`src/rtl/mc_ref_rd_arb.sv`:
```
// mc_ref_rd_arb: luma/chroma arbiter for the shared reference-buffer read port.
// Round-robin by default; MC_ARB_LUMA_PRIO_EN makes luma win simultaneous requests.
`ifndef BIT_DEPTH
`define BIT_DEPTH 8
`endif
module mc_ref_rd_arb #(
  parameter int ADDR_W = 7,
  parameter int DATA_W = 20*`BIT_DEPTH
) (
  input  logic              clk_i,
  input  logic              rst_i,
  input  logic              luma_req_i,
  input  logic [ADDR_W-1:0] luma_addr_i,
  input  logic              luma_last_i,
  output logic              luma_gnt_o,
  output logic              luma_rdack_o,
  input  logic              chroma_req_i,
  input  logic [ADDR_W-1:0] chroma_addr_i,
  input  logic              chroma_last_i,
  output logic              chroma_gnt_o,
  output logic              chroma_rdack_o,
  output logic              mem_rden_o,
  output logic [ADDR_W:0]   mem_addr_o,
  input  logic              mem_rdack_i,
  input  logic [DATA_W-1:0] mem_data_i,
  output logic [DATA_W-1:0] rd_data_o,
  output logic              rd_valid_luma_o,
  output logic              rd_valid_chroma_o
);
  typedef enum logic [1:0] {IDLE, LUMA, CHROMA} state_t;
  state_t r_state, w_next, w_win;
  logic r_last_owner, w_luma_own, w_chroma_own, w_eob;
  assign w_luma_own     = r_state == LUMA;
  assign w_chroma_own   = r_state == CHROMA;
  assign luma_gnt_o     = w_luma_own;
  assign chroma_gnt_o   = w_chroma_own;
  assign mem_rden_o     = (w_luma_own & luma_req_i) | (w_chroma_own & chroma_req_i);
  assign mem_addr_o     = w_luma_own ? {1'b0, luma_addr_i} : w_chroma_own ? {1'b1, chroma_addr_i} : '0;
  assign luma_rdack_o   = mem_rdack_i & w_luma_own & luma_req_i;
  assign chroma_rdack_o = mem_rdack_i & w_chroma_own & chroma_req_i;
  assign w_eob          = (luma_rdack_o & luma_last_i) | (chroma_rdack_o & chroma_last_i);
`ifdef MC_ARB_LUMA_PRIO_EN
  assign w_win = LUMA;
`else
  assign w_win = r_last_owner ? LUMA : CHROMA;
`endif
  // the owner whose burst just ended is excluded, so a waiting requester switches in with no bubble
  always_comb begin
    w_next = r_state;
    if (r_state == IDLE)
      w_next = (luma_req_i & chroma_req_i) ? w_win : luma_req_i ? LUMA : chroma_req_i ? CHROMA : IDLE;
    else if (w_eob)
      w_next = w_luma_own ? (chroma_req_i ? CHROMA : IDLE) : (luma_req_i ? LUMA : IDLE);
  end
  always_ff @(posedge clk_i) begin
    if (rst_i) begin
      r_state           <= IDLE;
      r_last_owner      <= 1'b1;
      rd_data_o         <= '0;
      rd_valid_luma_o   <= 1'b0;
      rd_valid_chroma_o <= 1'b0;
    end else begin
      r_state           <= w_next;
      if (w_eob) r_last_owner <= w_chroma_own;
      rd_data_o         <= mem_data_i;
      rd_valid_luma_o   <= luma_rdack_o;
      rd_valid_chroma_o <= chroma_rdack_o;
    end
  end
endmodule

```
`config.mk`:
```
export PLATFORM = sky130hd
export DESIGN_NAME = mc_ref_rd_arb
export DESIGN_NICKNAME = d
export VERILOG_FILES = /design/src/rtl/mc_ref_rd_arb.sv
export SDC_FILE = /design/constraint.sdc
export NUM_CORES = 1
export LEC_CHECK = 0
export ABC_AREA = 0
export CORE_AREA = 3 3 136 138
export CTS_CLUSTER_DIAMETER = 200
export DETAILED_ROUTE_END_ITERATION = 16
export DIE_AREA = 0 0 139 141
export PLACE_DENSITY = 0.66
export SKIP_CTS_REPAIR_TIMING = 1
export SYNTH_ARGS = -nofsm -noshare
export SYNTH_HDL_FRONTEND = slang
export SYNTH_SLANG_ARGS = --single-unit
```
`constraint.sdc`:
```
create_clock -name clk_i -period 2.5 [get_ports clk_i]
set_input_delay 0.625 -clock clk_i [delete_from_list [all_inputs] [get_ports clk_i]]
set_output_delay 0.625 -clock clk_i [all_outputs]
set_load 0.02 [all_outputs]
```
==> results.md, run 1 <==
* First-pass GRT wire length at 22,100 um
* Worst IR Drop VDD at 0.000440 V
* Clock Path Buffers at 2
* Starting Density at a little over a quarter
* Sequential cell area fraction in the yosys report at 71.6%
* Post-Place Cell Area at 0.00844 mm^2
* Antenna violations before repair at 2
* Mapped Area at around 0.0046 mm^2
* Clk_skew at 0.00221 ns
* Synth unique cells at 20
* FILL cells at 1,484
* Complex-gate fraction of the synthesized area at 2.71%
* WP data arrival at 1.75 ns
* HPWL after detailed placement at 11,800 um
* Clock sink count at 165
* P&R area growth vs syn at 96.5%
* Crit-path max cell delay at between 0.6 and 0.7 ns
* Most frequent cell after synthesis: dfxtp_1
* Share of layout cells above drive strength 1 at 5.62%
* Ys flop type: dfxtp_1
* Fin cells at 972
* Max-slew violations at 0
* Final min period at 2.38 ns
* Post-synth top area share at a little under three quarters
* Grt ovf at 0
* Main combinational cell family by area after synthesis: simple AND/OR/NAND/NOR gates
* Min Hold Slack at 0.522 ns
* Pre-Repair DR Iteration Count at 4
* Final setup viols at 0
* Crit. End Element: output port
* Root buf cell: clkbuf_16
* Core area at roughly 0.017 mm^2
* DRC viols at 0
* Pwr Total at 6.44 mW
* Fin worst setup slack at 0.122 ns
* Max Freq at 420 MHz
* Mean Syn Cell Area at 12.3 um^2
* Top cells by area, synth: dfxtp_1 (72%), nor2b_1 (22%), a22o_1 (1.5%), clkbuf_1 (1.5%), and4b_1 (0.43%)
* WP buf/inv at 2
* Register area at 0.00331 mm^2
* Post-place setup slack at -0.136 ns
* #FFs+latches synth at 165
* Die Footprint at 0.0196 mm^2
* P_leak at 3.65 nW
* CTS clk-pin slew, worst paths at roughly 0.06 ns
* Post-Synth Simple-Gate Area at 23.8%
* Startpoint class of the critical path: flip-flop
* TritonCTS buffer count at 17
* Mapped Cells at 374
* Commonest cells post-synth: dfxtp_1 (165), nor2b_1 (163), clkbuf_1 (18), a22o_1 (8), buf_2 (3)
* Syn Nets at 555
* MaxCap Viol Count at 0
* XOR/XNOR share of the synthesized area at 0%
* Final Wtd Congestion at 0.850
* Max_slew headroom at 63.8%
* Final #Nets at 915
* Async SR Flop Fraction at 0%
* Crit Path Max Fanout at 9
* Routed Antenna Nets at 0
* RSZ-0062 raised after global routing: false
* Utilization after layout at 52.4%
* Overall Global Routing Usage at 14.7%
* Die Y at 141 um
* Post-synthesis mux area share at 0%
* Post-DR wirelength/cell at between 15 and 20 um
* Worst-Skew Late Latency at 0.41 ns
* Final instance area at about 0.0091 mm^2
* Routed WL at 14,900 um
* Vias per cell at about 4.0
* Yosys Warn Count at 0
* Setup_tns at 0 ns
* Worst slew pin tran at 0.544 ns
* Final hold viol count at 0
* PD cells at 710 mW/mm^2
* ANT cells at 0
* Site row count at 48
* Tightest Hold Check Type: flip-flop to flip-flop
* Tcrit/Tclk final at 95.1%
* Crit path kind: flip-flop to output port
* WP data required at 1.88 ns
* Vias in the first global route at 4,048
* CP cell instances: nor2b_1 -> buf_4 -> clkdlybuf4s50_1
* Multi-input gate area at 0.00123 mm^2
* Max H-tree Level at 4
* I/O Pins at ~360
* Yosys top cell by area: dfxtp_1
* Port Buffers at around 360
* Cell family with most CP delay: buffers and inverters
* Starting DRT DRC Count at 57
* Post-synth EDFFs at 0
* DR vias at 3,850
* Cells after DPL at 940
* CTS tree: done
* Status: finished clean
* Slowest CP cell: clkdlybuf4s50_1
* Die width at 139 um
* Pin count of the biggest net entering global routing at 53
* Synth Area in Adders at 0%
sequential cells by signal, indices dropped and copies added, names as in the netlist:
register and cells:
r_state 2, rd_data_o 160, rd_valid_luma_o 1, rd_valid_chroma_o 1, r_last_owner 1
per-layer routing:
| layer | up-vias | global-route usage (%) | wire (um) |
|---|---|---|---|
| met2 | 219 | 25.7 | 7550 |
| met4 | 4 | 5.66 | 302 |
| li1 | 1873 | - | - |
| met5 | - | 0 | 29 |
| met3 | 25 | 8.28 | 1790 |
| met1 | 1729 | 14.4 | 5190 |
worst paths after layout:
path / start / slack, ns / depth (start not counted) / endpoint
worst min register to register: r_last_owner$_SDFFE_PP1P_ / 0.52 / 1 / r_last_owner$_SDFFE_PP1P_
worst max-delay path: r_state[0]$_SDFFE_PP0P_ / 0.12 / 3 / luma_gnt_o
worst min-delay path: r_last_owner$_SDFFE_PP1P_ / 0.52 / 1 / r_last_owner$_SDFFE_PP1P_
worst max register to register: r_state[1]$_SDFFE_PP0P_ / 1.25 / 4 / r_last_owner$_SDFFE_PP1P_
cell type report:
class	count	share of cell area [%]
flip-flops and latches	165	36.5
inverters	1	0.0414
well taps	225	3.11
clock buffers	22	5.23
multi-input cells	187	13.5
repair buffers	362	40.3
clock inverters	10	1.33
kinds of logic (layout without fill, tap and decap cells):
| logic type | after synthesis | count (layout) |
|---|---|---|
| compound gates | 14 | 14 |
| buf+inv | 22 | 395 |
| flops | 165 | 165 |
| simple gates | 173 | 173 |
layout by cell type, fill, tap and decap left out:
| cell | n |
|---|---|
| clkbuf_16 | 17 |
| dfxtp_1 | 163 |
| dlymetal6s2s_1 | 10 |
| nor4b_1 | 1 |
| inv_1 | 1 |
| bufinv_16 | 2 |
| nand4_1 | 1 |
| and4b_1 | 2 |
| nand2_1 | 1 |
| nand3b_1 | 1 |
| o21ai_0 | 1 |
| buf_12 | 2 |
| and2b_1 | 1 |
| nor2b_1 | 163 |
| o21ba_1 | 1 |
| clkinv_2 | 2 |
| clkbuf_1 | 2 |
| a2111oi_2 | 1 |
| buf_4 | 6 |
| clkinvlp_4 | 2 |
| and3b_1 | 1 |
| a21boi_0 | 1 |
| clkinv_4 | 2 |
| and2b_4 | 1 |
| a221o_1 | 1 |
| o211ai_1 | 1 |
| clkbuf_8 | 3 |
| dfxtp_2 | 2 |
| nand4b_1 | 1 |
| clkdlybuf4s50_1 | 344 |
| inv_6 | 2 |
| a22o_1 | 8 |
where the power goes:
part | switching, mW | leakage [nW] | internal [mW]
Clock | 1.04 | 0.287 | 1.56
Combinational | 0.409 | 1.99 | 0.606
Sequential | 0.0478 | 1.38 | 2.77
Total | 1.50 | 3.65 | 4.94
No activity file was read; power rests on OpenSTA's default activity.
==> run 2: changes to the inputs <==
- SKIP_CTS_REPAIR_TIMING: 1 -> not set
- SLEW_MARGIN: not set -> 20
==> results.md, run 2 (same netlist as run 1, synthesis figures left out) <==
* WP data required at 1.88 ns
* RSZ-0062 raised after global routing: false
* Clock Path Buffers at 2
* First-pass GRT wire length at 22,200 um
* Setup Buffers After CTS at 0
* Reg2reg setup slack at 1.26 ns
* Clk_skew at 0.00200 ns
* Final #Nets at 915
* I/O Pins at roughly 360
* Crit. End Element: output port
* Die width at 139 um
* MaxCap Viol Count at 0
* Crit path kind: flip-flop to output port
* P&R area growth vs syn at 95.7%
* Final hold viol count at 0
* Worst-Skew Late Latency at just over 0.4 ns
* Max Freq at roughly 420 MHz
* Die Y at 141 um
* Starting DRT DRC Count at 78
* Resized cells post-CTS at 13
* DRC viols at 0
* Pre-Repair DR Iteration Count at 4
* Fin worst setup slack at 0.120 ns
* CTS clk-pin slew, worst paths at ~0.060 ns
* Root buf cell: clkbuf_16
* Routed Antenna Nets at 0
* DR vias at 3,844
* Cells after DPL at 940
* Max_slew headroom at 63.8%
* TritonCTS buffer count at 17
* Reg2reg end: r_last_owner$_SDFFE_PP1P_
* Status: finished clean
* Port Buffers at 355
* Final min period at 2.38 ns
* HPWL after detailed placement at roughly 12,000 um
* WP data arrival at ~1.8 ns
* Clock sink count at 165
* Post-DR wirelength/cell at 15.3 um
* Routed WL at 14,800 um
* Fin cells at 972
* Top Registers: rd_data_o: 160 flops, r_state: 2 flops
* FF-to-FF Start: r_state[1]$_SDFFE_PP0P_
* FILL cells at between 1k and 1.5k
* Pin count of the biggest net entering global routing at 53
* Starting Density at between 20% and 30%
* CTS tree: done
* Overall Global Routing Usage at 14.7%
* Max-slew violations at 0
* Tcrit/Tclk final at 95.2%
* Depth of the worst register-to-register path at 4
* Top reg by flops: rd_data_o
* Most frequent cells in the layout: clkdlybuf4s50_1 (344), nor2b_1 (163), dfxtp_1 (163)
* Setup_tns at 0 ns
* Core area at 0.0173 mm^2
* Grt ovf at 0
* Die Footprint at 0.0196 mm^2
* Tightest Hold Check Type: flip-flop to flip-flop
* Site row count at 48
* Final Wtd Congestion at 0.850
* Max H-tree Level at 4
* Utilization after layout at 52.2%
* Antenna violations before repair at 2
* ANT cells at 0
* Vias per cell at 3.95
* Final setup viols at 0
* Vias in the first global route at 4,048
* Share of layout cells above drive strength 1 at 5.62%
* Worst IR Drop VDD at 0.000441 V
* Startpoint class of the critical path: flip-flop
* CP endpoint: luma_gnt_o
* P_leak at 3.53 nW
* CTS Hold Bufs at 0
* Commonest non-fill, non-tap cell in the layout: clkdlybuf4s50_1
* Crit Path Max Fanout at 9
* Worst slew pin tran at 0.543 ns
* Max reg flops at 160
* CP startpoint: r_state[0]$_SDFFE_PP0P_
* Post-place setup slack at -0.136 ns
* PD cells at slightly above 700 mW/mm^2
-- run 2: changes by cell type in the layout (fill, tap and decap cells not counted) --
| cell | delta |
|---|---|
| and2b_2 | +1 |
| and2b_4 | -1 |
| dlymetal6s2s_1 | -10 |
| dlygate4sd2_1 | +10 |
-- run 2: critical path: stages, from the launching register on --
cell and delay, ns:
dfxtp_2 0.41, nor2b_1 0.15, buf_4 0.17, clkdlybuf4s50_1 0.63
-- run 2: layout make-up --
class / count / area (um^2) / share of cell area [%]
Multi-Input combinational cell: 187 / 1220 / 13.6
Clock inverter: 10 / 120 / 1.33
Clock buffer: 22 / 474 / 5.25
Sequential cell: 165 / 3310 / 36.6
Tap cell: 225 / 282 / 3.12
Inverter: 1 / 3.75 / 0.0416
Timing Repair Buffer: 362 / 3620 / 40.1
-- run 2: worst min path at each step --
stage / start / endpoint / cells past startpoint
floorplan: r_last_owner$_SDFFE_PP1P_ / r_last_owner$_SDFFE_PP1P_ / 1
global placement: r_last_owner$_SDFFE_PP1P_ / r_last_owner$_SDFFE_PP1P_ / 1
detailed placement: r_last_owner$_SDFFE_PP1P_ / r_last_owner$_SDFFE_PP1P_ / 1
CTS: r_last_owner$_SDFFE_PP1P_ / r_last_owner$_SDFFE_PP1P_ / 1
global route: r_last_owner$_SDFFE_PP1P_ / r_last_owner$_SDFFE_PP1P_ / 1
finish: r_last_owner$_SDFFE_PP1P_ / r_last_owner$_SDFFE_PP1P_ / 1
-- run 2: per-stage QoR --
stage	total power, mW	hold WS [ns]	area (um^2)
6_report	6.43	0.526	9030
5_1_grt	6.70	0.549	9030
4_1_cts	6.53	0.520	9030
3_5_place_dp	3.91	0.504	8440
3_3_place_gp	3.89	0.491	8440
2_1_floorplan	3.25	0.465	4610
-- run 2: metal layers --
layer  vias to the layer above  global-route usage, %  part of all wire, %
met5                         -                      0                 0.20
met4                         4                   5.66                  2.0
met2                       219                   25.7                   51
met1                      1722                   14.5                   35
met3                        25                   8.28                   12
li1                       1874                      -                    -
-- run 2: report_power, final --
| part | internal (mW) | leakage, nW | total (mW) | switching (mW) |
|---|---|---|---|---|
| logic | 0.595 | 1.87 | 1.00 | 0.409 |
| registers | 2.77 | 1.38 | 2.82 | 0.0479 |
| clock network | 1.56 | 0.287 | 2.60 | 1.04 |
| total | 4.93 | 3.53 | 6.43 | 1.50 |
==> RTL change 1, RTL diff (config.mk and constraints of run 1) <==
Encoding of `state_t`: now one-hot (3 bits for 3 states).
--- a/src/rtl/mc_ref_rd_arb.sv
+++ b/src/rtl/mc_ref_rd_arb.sv
@@ -28,5 +28,5 @@
   output logic              rd_valid_chroma_o
 );
-  typedef enum logic [1:0] {IDLE, LUMA, CHROMA} state_t;
+  typedef enum logic [2:0] {IDLE = 3'b001, LUMA = 3'b010, CHROMA = 3'b100} state_t;
   state_t r_state, w_next, w_win;
   logic r_last_owner, w_luma_own, w_chroma_own, w_eob;
Behaviour: no difference found for any inputs over 10 cycles, from zero or initial values and one cycle with rst_i high; not proved beyond that.
==> RTL change 1 against run 1 <==
  * Critical endpoint is now mem_addr_o[3]
  * Synthesized area increased by 2.2%
  * Design area increased by 1.4%
  * Wire length increased by 5.9%
  * Die area unchanged
  * Clock power increased by 3%
  * Sequential cell count increased by 1
  * Worst setup slack improved by 66 ps
  * Critical path depth increased by 1
  * Power increased by 3.2%
==> RTL change 1: results (changes against run 1) <==
dr.first_iter.drc_count: 121  # +110%
p_leak_nw: 3.75  # +2.6%
antenna_found_initial: 1  # -1
portBuffers: 355  # unchanged
place_area_sq_mm: 0.00855  # +1.2%
ys_warn_count: 0  # unchanged
place_congestion: 0.904  # +6.3%
cp_max_fo: 12  # +3
grt_pass1_vias: 4230  # +4.5%
vias: 3985  # +3.5%
dp_hpwl_mm: 12.5  # +5.5%
critPathArrivalTime_ps: 1690  # -60 ps
peakVddDrop_uv: 419  # -4.9%
diodes: 0  # unchanged
finalNetCount: 930  # +1.6%
grt_pass1_wl_mm: 23.6  # +6.7%
finClkSkew_ps: 0.843  # -1.37 ps
hold_class: "register to register"
yosysSeqAreaShare_pct: 70.5  # -1.1 points
routedLengthMet1_mm: 5.74  # +10%
synth-async-reset-ratio_pct: 0  # unchanged
critPathTopFamily: "buffers and inverters"
pre_cts_slack_ps: -205  # -69.0 ps
crit_slowest_cell: "dfxtp_1"
dr_wl_met3_mm: 1.53  # -15%
synth_top_area_share_pct: 70.5  # -1.1 points
synth_common_cells: "dfxtp_1, nor2b_1, clkbuf_1"
ys_types: 24  # +20%
grt_max_degree: 68  # +28%
status: "finished, final reports clean"
detail_route.first_pass.iterations: 5  # +1
cts_buffer_depth: 2  # unchanged
wire_per_inst_microns: 16.0  # +4.4%
syn_inst: 388  # +3.7%
place_inst: 955  # +1.6%
nFillCells: 1450  # -2.3%
route.top_layer_used: "met5"
cts_root_buffer: "clkbuf_16"
path_clk_slew_ps: 60  # about the same
cts_buffers: 17  # unchanged
fin_tns_setup_ps: 0  # unchanged
synth_area_leaders: "dfxtp_1, nor2b_1, clkbuf_1"
setup_ws_ps: 188  # +66.4 ps
htreeDepth: 4  # unchanged
viasPerCell: 4.04  # +2.0%
max_stage_delay_ps: 390  # -240 ps
wl_met2_mm: 7.99  # +5.8%
slew_headroom_pct: 72.6  # +8.9 points
largestRegisters: "rd_data_o (160), r_state (3)"
mappedNetlistNets: 569  # +2.5%
clock_latency_ps: 410  # about the same
drive_gt1_share_pct: 5.91  # +0.29 points
grtUsageTotal_pct: 15.6  # +0.90 points
RTL change 1: cell count changes in the layout (fill, tap and decap cells not counted), sizes merged, moves of 3 or more:
cell	before	now
clkbuf	22	18
clkdlybuf4s50	344	341
dlymetal6s2s	10	13
nand2	1	4
nand2b	0	3
nor3b	0	5
RTL change 1: power by group:
group          internal [W]  leakage [nW]  total, W  switching [W]
registers           0.00280          1.38   0.00287      0.0000705
clock network       0.00161         0.290   0.00267        0.00106
logic              0.000637          2.07   0.00110       0.000462
total               0.00505          3.75   0.00664        0.00159
RTL change 1: path summary, 6_finish.rpt:
kind | from | end | slack, ps | cells past startpoint
setup / recovery | r_state[0]$_SDFFE_PP1P_ | mem_addr_o[3] | 190 | 4
hold / removal | r_last_owner$_SDFFE_PP1P_ | r_last_owner$_SDFFE_PP1P_ | 510 | 1
setup reg to reg | r_state[0]$_SDFFE_PP1P_ | r_state[1]$_SDFFE_PP0P_ | 940 | 5
hold reg to reg | r_last_owner$_SDFFE_PP1P_ | r_last_owner$_SDFFE_PP1P_ | 510 | 1
RTL change 1: cell type report:
cell class / instances / area [sq um] / share of cell area [%]
clock inverters: 13 / 170 / 1.85
clock buffers: 18 / 439 / 4.78
well taps: 225 / 282 / 3.06
multi-input cells: 202 / 1310 / 14.3
repair buffers: 362 / 3660 / 39.8
flip-flops and latches: 166 / 3330 / 36.2
RTL change 1: logic make-up (layout without fill, tap and decap cells):
family	count (synthesis)	count (layout)	synth area share, %
AND/OR/NAND/NOR	185	185	24.9
flip-flops	166	166	70.5
AO/OA/AOI/OAI	17	17	2.97
buffers and inverters	20	393	1.65
RTL change 1: metal layers:
metal / up-vias / GRT usage [%]
met5: - / 0
met2: 228 / 26.9
met4: 2 / 6.85
li1: 1933 / -
met3: 32 / 7.36
met1: 1790 / 16.2
==> RTL change 2, RTL diff (config.mk and constraints of run 1) <==
Made on the original files. `ADDR_W`: 7 -> 9.
--- a/src/rtl/mc_ref_rd_arb.sv
+++ b/src/rtl/mc_ref_rd_arb.sv
@@ -5,5 +5,5 @@
 `endif
 module mc_ref_rd_arb #(
-  parameter int ADDR_W = 7,
+  parameter int ADDR_W = 9,
   parameter int DATA_W = 20*`BIT_DEPTH
 ) (
Interface: changed (resized chroma_addr_i, luma_addr_i and mem_addr_o); port bits go from 356 to 362. No check against the original RTL was run, so the function may have changed too.
==> RTL change 2 against run 1 <==
  * Design area increased by 1.1%
  * Die area is the same
  * Worst hold slack worse by 6.7 ps
  * Sequential power hardly changed
  * Highest routed layer is now met4
  * Wire length up 3.6%
  * Clock power shrank 2%
  * Count of clock-buffer cells in the layout down 3
  * Worst setup slack got worse by 47 ps
  * Power shrank 0.15%
  * Clock skew grew 0.78 ps
  * Synthesized area is 0.81% higher
  * Critical path depth grew 1
  * Sequential cell count unchanged
==> RTL change 2: results (changes against run 1) <==
drive_gt1_share_pct: 5.95  # +0.33 points
nFillCells: 1466  # -1.2%
slew_headroom_pct: 58.0  # -5.8 points
power_switching_share_pct: 24.5  # +1.2 points
grtUsageMet2_pct: 27.9  # +2.3 points
syn_inst: 377  # +0.80%
wire_per_inst_microns: 15.7  # +2.7%
cts_buffers: 17  # unchanged
reg2reg_from: "r_state[1]$_SDFFE_PP0P_"
grt_pass1_vias: 4261  # +5.3%
place_inst: 949  # +0.96%
route.top_layer_used: "met4"
dr_wl_met3_mm: 1.68  # -5.9%
timing.hold.ws_ps: 515  # -6.75 ps
cp_max_fo: 11  # +2
grt_max_degree: 59  # +11%
clock_latency_ps: 410  # about the same
peakVddDrop_uv: 430  # -2.4%
ys_warn_count: 0  # unchanged
synth-main-ff-cell: "dfxtp_1"
yosysSeqAreaShare_pct: 71.0  # -0.58 points
place_congestion: 0.840  # -1.3%
synth_common_cells: "dfxtp_1, nor2b_1, clkbuf_1"
pg_seq_w: 0.00282  # about the same
synth-async-reset-ratio_pct: 0  # unchanged
dr.first_iter.drc_count: 76  # +33%
finalNetCount: 928  # +1.4%
p_sw_w: 0.00157  # +4.9%
use_met3_pct: 7.90  # -0.37 points
mappedNetlistNets: 562  # +1.3%
routedLengthMet1_mm: 5.47  # +5.3%
dp_hpwl_mm: 12.1  # +2.4%
r2r_slack_ps: 1150  # -100 ps
wl_met2_mm: 8.00  # +6.0%
pre_cts_slack_ps: -137  # -0.714 ps
grt_pass1_wl_mm: 23.5  # +6.2%
critPathArrivalTime_ps: 1800  # +50 ps
portBuffers: 361  # +1.7%
viasPerCell: 4.02  # +1.5%
finClkSkew_ps: 3.00  # +0.785 ps
worst_r2r_path_depth: 5  # +1
grt_util_met1_pct: 15.4  # +0.91 points
detail_route.first_pass.iterations: 4  # unchanged
antenna_found_initial: 0  # -2
cts_root_buffer: "clkbuf_16"
place_area_sq_mm: 0.00854  # +1.2%
p_comb_share_pct: 16.3  # +0.5 points
synth_area_leaders: "dfxtp_1, nor2b_1, a22o_1"
whs_path_depth: 1  # unchanged
status: "finished, final reports clean"
grtUsageTotal_pct: 15.5  # +0.85 points
final_cells: 981  # +0.93%
p_leak_nw: 3.73  # +2.2%
==> RTL change 2: cell types whose count changed in the layout (fill, tap and decap cells not counted), sizes merged <==
cell | run 1 | this run
a22o | 8 | 10
inv | 3 | 8
clkbuf | 22 | 19
dlymetal6s2s | 10 | 12
clkinv | 4 | 3
bufinv | 2 | 1
clkdlybuf4s50 | 344 | 348
buf | 8 | 9
==> RTL change 2: cell type report <==
| class | instances | area [sq um] | share of cell area (%) |
|---|---|---|---|
| multi-input cells | 189 | 1260 | 13.7 |
| clock inverters | 13 | 136 | 1.49 |
| repair buffers | 369 | 3730 | 40.7 |
| clock buffers | 19 | 453 | 4.94 |
| inverters | 1 | 3.75 | 0.0410 |
| flip-flops and latches | 165 | 3300 | 36.1 |
| well taps | 225 | 282 | 3.07 |
==> RTL change 2: worst max path at each step <==
| stage | startpoint | endpoint | slack, ps |
|---|---|---|---|
| 4_1_cts | r_state[0]$_SDFFE_PP0P_ | mem_addr_o[4] | -200 |
| 3_5_place_dp | mem_rdack_i | luma_rdack_o | -140 |
| 3_3_place_gp | mem_rdack_i | luma_rdack_o | -120 |
| 2_1_floorplan | r_state[0]$_SDFFE_PP0P_ | mem_addr_o[0] | 760 |
| 6_report | r_state[1]$_SDFFE_PP0P_ | luma_gnt_o | 80 |
| 5_1_grt | r_state[1]$_SDFFE_PP0P_ | luma_gnt_o | 20 |
==> RTL change 2: cell families (layout without fill, tap and decap cells) <==
logic type             after synthesis  count (layout)  share of synthesized area [%]
DFF                                165             165                           71.0
buffers and inverters               23             402                           1.96
AOI/OAI and AO/OA                   16              16                           3.07
and+or+nand+nor                    173             173                           23.9
==> RTL change 2: critical path, stage by stage (launching register included) <==
cell and delay (ps):
dfxtp_1 320, buf_4 160, nor2b_1 110, buf_4 180
clkdlybuf4s50_1 620
